**src/rtl/error_stage.sv**
```systemverilog
// Loss stage behind a single trainable node. It pairs each activation with a target,
// returns the signed error upstream, and tracks a saturating sum of squared errors and a sample count.
module error_stage #(
  parameter int unsigned W  = 8,
  parameter int unsigned CW = 16,
  parameter int unsigned LW = 32
) (
  input  logic          clock,
  input  logic          reset,
  input  logic          train,
  input  logic          clear,
  input  logic          input_forward_valid,
  input  logic [W-1:0]  input_forward_data,
  output logic          input_forward_ready,
  input  logic          target_valid,
  input  logic [W-1:0]  target_data,
  output logic          target_ready,
  output logic          output_backward_valid,
  output logic [15:0]   output_backward_data,
  input  logic          output_backward_ready,
  output logic [LW-1:0] loss,
  output logic [CW-1:0] count
);

  localparam int unsigned EW = 16;
  localparam int unsigned SQW = 2 * W;

  typedef enum logic [1:0] {
    ST_IDLE,
    ST_WAIT,
    ST_ERR,
    ST_BWD
  } state_t;

  state_t         state;
  logic [W-1:0]   act;
  logic [W-1:0]   tgt;
  logic           tgt_full;

  logic           act_hs;
  logic           tgt_hs;
  logic [EW-1:0]  err_val;
  logic [W-1:0]   err_mag;
  logic [SQW-1:0] err_sq;
  logic [LW:0]    loss_sum;
  logic [LW-1:0]  loss_next;
  logic [CW-1:0]  count_next;

  assign input_forward_ready = (state == ST_IDLE);
  assign target_ready        = !tgt_full && ((state == ST_IDLE) || (state == ST_WAIT));
  assign act_hs              = input_forward_valid && input_forward_ready;
  assign tgt_hs              = target_valid && target_ready;

  // Error arithmetic. The square is formed from the magnitude, so the product is always unsigned.
  always_comb begin
    err_val    = EW'(tgt) - EW'(act);
    err_mag    = (tgt >= act) ? (tgt - act) : (act - tgt);
    err_sq     = SQW'(err_mag) * SQW'(err_mag);
    loss_sum   = {1'b0, loss} + (LW + 1)'(err_sq);
    loss_next  = loss_sum[LW] ? {LW{1'b1}} : loss_sum[LW-1:0];
    count_next = (count == {CW{1'b1}}) ? count : count + CW'(1);
  end

  always_ff @(posedge clock or negedge reset) begin
    if (!reset) begin
      state                 <= ST_IDLE;
      act                   <= '0;
      tgt                   <= '0;
      tgt_full              <= 1'b0;
      output_backward_valid <= 1'b0;
      output_backward_data  <= '0;
      loss                  <= '0;
      count                 <= '0;
    end else begin
      if (tgt_hs) begin
        tgt      <= target_data;
        tgt_full <= 1'b1;
      end

      case (state)
        ST_IDLE: begin
          if (act_hs) begin
            act <= input_forward_data;
            if (train) begin
              state <= (tgt_full || tgt_hs) ? ST_ERR : ST_WAIT;
            end
          end
        end
        ST_WAIT: begin
          if (tgt_hs) begin
            state <= ST_ERR;
          end
        end
        ST_ERR: begin
          output_backward_data  <= err_val;
          output_backward_valid <= 1'b1;
          tgt_full              <= 1'b0;
          loss                  <= loss_next;
          count                 <= count_next;
          state                 <= ST_BWD;
        end
        ST_BWD: begin
          if (output_backward_ready) begin
            output_backward_valid <= 1'b0;
            state                 <= ST_IDLE;
          end
        end
        default: state <= ST_IDLE;
      endcase

      // A clear takes priority over the ERR-cycle accumulation.
      if (clear) begin
        loss  <= '0;
        count <= '0;
      end
    end
  end

endmodule

```
**config.mk**
```make
export PLATFORM = sky130hd
export DESIGN_NAME = error_stage
export DESIGN_NICKNAME = d
export VERILOG_FILES = /design/src/rtl/error_stage.sv
export SDC_FILE = /design/constraint.sdc
export NUM_CORES = 1
export LEC_CHECK = 0
export CORE_MARGIN = 3
export CORE_UTILIZATION = 31
export CTS_BUF_LIST = sky130_fd_sc_hd__clkbuf_4 sky130_fd_sc_hd__clkbuf_8
export DETAILED_ROUTE_END_ITERATION = 16
export GPL_TIMING_DRIVEN = 0
export HOLD_SLACK_MARGIN = 0.08
export PLACE_DENSITY_LB_ADDON = 0.15
export SETUP_SLACK_MARGIN = 0.2
export SYNTH_ARGS = -nofsm -noshare
export SYNTH_HDL_FRONTEND = slang
export SYNTH_SLANG_ARGS = --single-unit
```
**constraint.sdc**
```tcl
create_clock -name clock -period 7.4 [get_ports clock]
set_input_delay 2.22 -clock clock [delete_from_list [all_inputs] [get_ports clock]]
set_output_delay 2.22 -clock clock [all_outputs]
set_load 0.05 [all_outputs]
```
==> results.json <==
{
  "hold_class": "reg2reg",
  "grt_pass1_vias": 5483,
  "crit_top_cell": "fa_1",
  "cp_num_buf_inv": 5,
  "ys_warn_count": 0,
  "yosys.area.top_type": "dfrtp_1",
  "slew_viol_final": 0,
  "cts_max_level": 3,
  "rr_worst_depth": 24,
  "initial_core_util_pct": 31.9,
  "layout-drive-gt1-share_pct": 12.0,
  "fmax_ghz": 0.150,
  "synth_seq_cells": 77,
  "syn_inst": 715,
  "synth.top_cells.by_count": "inv_1, nor2_1, dfrtp_1",
  "r2r_slack_ns": 0.72,
  "cts_made_buffers": 9,
  "grt_overflow": 0,
  "core_area_mm2": 0.0212,
  "die_y_um": 154,
  "dieArea_mm2": 0.0236,
  "viasPerCell": 4.82,
  "n_antenna_cell": 0,
  "finalWorstSetupSlack_ns": 0.725,
  "worstPathMaxFanout": 10,
  "crit_required_ns": 7.60,
  "synth_fp_nets": 841,
  "ys_top_cells_by_area": "dfrtp_1, ha_1, fa_1, inv_1, nor2_1",
  "critical_path_class": "reg2reg",
  "setup_viol": 0,
  "cp_top_family": "adder cells",
  "clkSlewWorstSetupHoldPaths_ns": 0.09,
  "grt_max_degree": 62,
  "cts.path.max_buffers": 2,
  "cts.sinks": 77,
  "rsz0062_at_grt": "no",
  "area_growth_pct": 23.2,
  "cp-end-kind": "flip-flop",
  "root_buffer": "clkbuf_8",
  "ant_nets": 0,
  "drc_errors": 0,
  "crit_path_top_delay_cell": "fa_1",
  "grt_usage_pct": 15.7,
  "die_x_um": 154,
  "clock_latency_ns": 0.37,
  "antenna_found_initial": 0,
  "synthArstFlopShare_pct": 100,
  "syn_avg_cell_area_um2": 9.45,
  "yosysMostFrequentCell": "inv_1",
  "fin_skew_ns": 0.0115,
  "drt_pass1_iterations": 4,
  "preCtsSetupSlack_ns": 0.0150,
  "final-hold-violation-count": 0,
  "critPathLaunchType": "flip-flop",
  "portBuffers": 88,
  "cts_tree": "done",
  "row_count": 53,
  "fin_crit_sh_pct": 90.2,
  "hold_depth": 2,
  "synthDistinctLibCells": 76,
  "hold_buffers": 0,
  "max_cap_viol_count": 0,
  "synth_edf_count": 0,
  "wire_per_inst_um": 16.2,
  "synthFlopType": "dfrtp_1",
  "hpwl_mm": 13.8,
  "dr.first_iter.drc_count": 189,
  "setup_tns_ns": 0,
  "slew_headroom_pct": 48.8,
  "netlist_area_mm2": 0.00676,
  "min_period_ns": 6.68,
  "routabilityCongestion": 0.804,
  "vias": 5291,
  "status": "finished, final reports clean",
  "hold_end": "output_backward_data[7]",
  "seq_area_frac_synth_pct": 28.5,
  "hp-start": "output_backward_data[7]",
  "critPathArrivalTime_ns": 6.88,
  "routed_wl_mm": 17.8,
  "layout.nets": 944,
  "rr_endpoint": "loss[13]",
  "grt_pass1_wl_mm": 29.9,
  "cp_cell_sequence": "inv_1 -> ha_1 -> inv_1 -> fa_1 -> a21o_1 -> a221o_1 -> a21oi_2 -> xnor2_1 -> nand2_1 -> o21ai_4 -> inv_1 -> fa_1 -> inv_1 -> fa_1 -> fa_1 -> fa_1 -> ha_1 -> a21oi_2 -> nand2_1 -> o2111ai_4 -> a31oi_4 -> nor2_4 -> clkbuf_4 -> a221oi_1",
  "worst_pin_slew_ns": 0.769,
  "ioPinCount": 90,
  "reg2reg_from": "tgt[0]",
  "critPathMaxStageDelay_ns": 0.53,
  "yosysTopAreaCellShare_pct": 28.5
}
[per-stage QoR]
step	cell area (um^2)	hold slack, ns	util [%]	cells
after floorplan	6760	0.475	-	715
after global placement	7980	0.468	37.6	1078
after detailed placement	8010	0.473	37.7	1079
after CTS	8210	0.496	38.7	1094
after global routing	8320	0.527	39.2	1097
final	8320	0.488	39.2	1097
[worst register-to-register path, cell delays in order (launching register included)]
cell	delay, ns
dfrtp_1	0.41
inv_1	0.06
ha_1	0.17
inv_1	0.06
fa_1	0.42
a21o_1	0.23
a221o_1	0.35
a21oi_2	0.19
xnor2_1	0.26
nand2_1	0.17
o21ai_4	0.24
inv_1	0.09
fa_1	0.50
inv_1	0.05
fa_1	0.53
fa_1	0.45
fa_1	0.51
ha_1	0.39
a21oi_2	0.25
nand2_1	0.15
o2111ai_4	0.32
a31oi_4	0.19
nor2_4	0.16
clkbuf_4	0.26
a221oi_1	0.11
[state kept, by name, indices dropped and copies added, names as in the netlist]
name and count:
tgt_full 1, loss 32, output_backward_valid 1, output_backward_data 9, count 16, act 8, tgt 8, state 2
[worst max path at each step]
| stage | slack, ns | end | start | cells past startpoint |
|---|---|---|---|---|
| after floorplan | 1.18 | loss[26] | tgt[0] | 24 |
| after global placement | 0.01 | loss[13] | tgt[0] | 24 |
| after detailed placement | 0.01 | loss[13] | tgt[0] | 24 |
| after CTS | 0.24 | loss[13] | tgt[0] | 24 |
| after global routing | 0.25 | loss[16] | tgt[0] | 24 |
| final | 0.72 | loss[13] | tgt[0] | 24 |
[cell families (layout without fill, tap and decap cells)]
family / after synthesis / after routing / synth area share [%]
AO/OA/AOI/OAI: 136 / 136 / 15.0
XOR/XNOR: 33 / 33 / 4.50
adder cells (fa/ha/maj): 103 / 103 / 23.4
buffers and inverters: 125 / 232 / 7.77
flip-flops: 77 / 77 / 28.5
multiplexers: 28 / 28 / 4.76
AND/OR/NAND/NOR: 213 / 213 / 16.0
[area by class of cell]
| type | instances | area (um^2) |
|---|---|---|
| Clock buffer | 12 | 159 |
| Clock inverter | 3 | 43.8 |
| Sequential cell | 77 | 1930 |
| Tap cell | 275 | 344 |
| Fill cell | 2168 | 12900 |
| Inverter | 96 | 360 |
| Multi-Input combinational cell | 513 | 4390 |
| Buffer | 29 | 168 |
| Timing Repair Buffer | 92 | 928 |
[per-layer routing]
layer,GRT usage [%],vias to the layer above,share of wire [%]
met5,0,-,0
met4,3.66,0,1.0
met3,3.41,12,4.3
met2,24.0,74,44
met1,22.9,2556,50
li1,-,2649,-
[layout by cell type, fill, tap and decap left out, types with 17 or more instances in the layout]
cell | Yosys | routed
nor2_1 | 85 | 85
mux2_2 | 20 | 20
a21oi_1 | 30 | 28
dfrtp_1 | 77 | 77
fa_1 | 39 | 39
xor2_1 | 17 | 17
ha_1 | 64 | 64
nand2_1 | 35 | 35
nand3_1 | 17 | 17
inv_1 | 95 | 95
clkdlybuf4s50_1 | 0 | 87
[timing repair]
item / 4_1_cts / 5_1_grt
endpoints found under the setup margin: 16 / 30
pin swaps: 0 / 1
cloned: 0 / 0
resized for setup: 1 / 13
buffers inserted: 0 / 3
Power is not shown: default switching activity piles up to over one toggle a cycle in this logic, so the estimate is an artifact.
==> patch (config.mk and constraints unchanged) <==
Set the parameter `CW` to 17 (it was 16).
--- a/src/rtl/error_stage.sv
+++ b/src/rtl/error_stage.sv
@@ -2,7 +2,7 @@
 // returns the signed error upstream, and tracks a saturating sum of squared errors and a sample count.
 module error_stage #(
   parameter int unsigned W  = 8,
-  parameter int unsigned CW = 16,
+  parameter int unsigned CW = 17,
   parameter int unsigned LW = 32
 ) (
   input  logic          clock,
Ports: changed (resized count); port bits go from 90 to 91. No check against the original RTL was run, so the function may have changed too.
==> patch against the unedited design <==
  * Worst hold slack improved by 22 ps
  * Global-route usage shrank 0.83 points
  * Sequential cell count increased by 1
  * Cell count rose by 2.2%
  * Clock skew rose by 4.9 ps
  * Via count up 1.4%
  * Setup slack got worse by 120 ps
  * Wire length is 4.0% lower
  * Design area rose by 2.2%
  * Area after synthesis rose by 0.91%
  * Highest routed layer unchanged
Power is not shown: default switching activity piles up to over one toggle a cycle in this logic, so the estimate is an artifact.
==> patch: results (changes against the unedited design) <==
Critical path
  • FF-to-FF path depth: 25 (+4.2%)
  • CP peak stage delay: 510 ps (-20 ps)
  • Reg-to-Reg Start: tgt[0]
  • Slowest-stage cell, CP: fa_1
  • R2r setup slk: 600 ps (-120 ps)
  • CP Max Fanout: 5 (-5)
  • Worst Path Arrival: 7110 ps (+230 ps)
  • Reg-to-reg endpoint: loss[31]
  • WS Path Type: register to register
  • Top Family by Delay on Critical Path: adder cells

Final layout
  • Layout Nets: 968 (+2.5%)
  • Biggest regs: loss: 32 flops, count: 17 flops, output_backward_data: 9 flops
  • Antenna fix cells: 0 (unchanged)
  • Fill cells: 2170 (+0.092%)
  • Fin cells: 1121 (+2.2%)
  • Layout cells sized above 1: 0.1348 (+0.01431)

Synthesis
  • Mapped Cells: 721 (+0.84%)
  • Mapped Nets: 848 (+0.83%)
  • Sequential area share after synthesis: 0.2862 (+0.001106)
  • Largest cells by area after synthesis: dfrtp_1, ha_1, fa_1, inv_1, nor2_1
  • FFs w/ async S/R, synth: 1.000 (unchanged)
  • Yosys cell types: 69 (-9.2%)
  • Most instantiated cells after synthesis: inv_1, dfrtp_1, nor2_1
  • Share of Yosys cell area claimed by the top area cell type: 0.2862 (+0.001106)
  • Yosys warning total: 0 (unchanged)

CTS
  • Worst-path clk slew: 90 ps (about the same)
  • H-tree depth: 3 (unchanged)
  • Clk root buf: clkbuf_8
  • Max Buffers Root-to-Sink: 2 (unchanged)
  • Clock Latency Late Sink: 370 ps (about the same)
  • Inserted Clock Buffers: 9 (unchanged)

GRT
  • Global-route wire length before repair: 28.98 mm (-2.9%)
  • Largest net degree at the start of global routing: 57 (-8.1%)
  • Initial antenna violation count: 0 (unchanged)
  • GRT Overall Usage: 0.1490 (-0.008326)
  • Vias in the first global route: 5585 (+1.9%)

Timing
  • Final Skew: 16.43 ps (+4.903 ps)
  • Slew margin rel.: 0.4578 (-0.02981)

Placed design
  • Placed inst area: 8090 um2 (+1.0%)
  • Post-DP HPWL: 13.43 mm (-2.7%)
  • IO Port Bufs: 90 (+2.3%)
  • RD Place Congestion: 0.7801 (-3.0%)

Routing
  • DR iter-0 viols: 199 (+5.3%)
  • Routed length per instance: 15.23 um (-6.0%)
  • Drt first pass iters: 4 (unchanged)
  • Vias per cell: 4.786 (-0.77%)

Outcome
  • Outcome: finished clean

Hold path
  • Type of the most critical hold path: register to register
patch: changes by cell type after synthesis, sizes merged, moves of 5 or more:
cell / unedited run / this run
nor2: 91 / 78
nand3: 17 / 9
nor3: 10 / 17
o21ai: 16 / 23
xnor2: 15 / 22
a31oi: 12 / 7
and2: 12 / 7
clkbuf: 10 / 15
inv: 96 / 101
patch: per-layer routing:
layer | track usage | vias to the layer above | part of all wire
met3 | 0.02882 | 10 | 0.046
li1 | - | 2663 | -
met5 | 0 | - | 0
met2 | 0.2321 | 105 | 0.45
met1 | 0.2139 | 2587 | 0.50
met4 | 0.03616 | 0 | 0.0095
patch: area by class of cell:
class	instances	area, um2	area share
Sequential cell	78	1952	0.2293
Tap cell	275	344.1	0.04043
Buffer	33	197.7	0.02323
Inverter	101	379.1	0.04455
Multi-Input combinational cell	509	4377	0.5143
Clock buffer	10	131.4	0.01544
Clock inverter	6	68.82	0.008086
Timing Repair Buffer	109	1061	0.1247
patch: cell families after synthesis:
group	synth area share
compound gates	0.1356
buf+inv	0.08402
flops	0.2862
mux	0.05283
fa+ha+maj	0.2337
xor+xnor	0.06531
simple gates	0.1424
patch: worst min-delay path by stage:
stage / start / end / slack (ps) / depth (start not counted)
floorplan: act[7] / act[7] / 480 / 1
global placement: output_backward_data[0] / output_backward_data[0] / 490 / 1
detailed placement: output_backward_data[3] / output_backward_data[3] / 500 / 1
CTS: output_backward_data[3] / output_backward_data[3] / 520 / 1
global route: output_backward_data[3] / output_backward_data[3] / 530 / 1
finish: output_backward_data[7] / output_backward_data[7] / 510 / 1
patch: timing repair:
action	4_1_cts	5_1_grt
setup endpoints to repair	22	32
buffers inserted	3	15
pin swaps	1	7
resized for setup	4	13
patch: stage by stage:
stage | hold WS, ps | setup slack, ps
4_1_cts | 516.6 | 279.3
3_3_place_gp | 489.5 | -22.23
6_report | 510.0 | 603.1
5_1_grt | 527.5 | 181.4
2_1_floorplan | 479.4 | 947.2
3_5_place_dp | 498.8 | 30.47
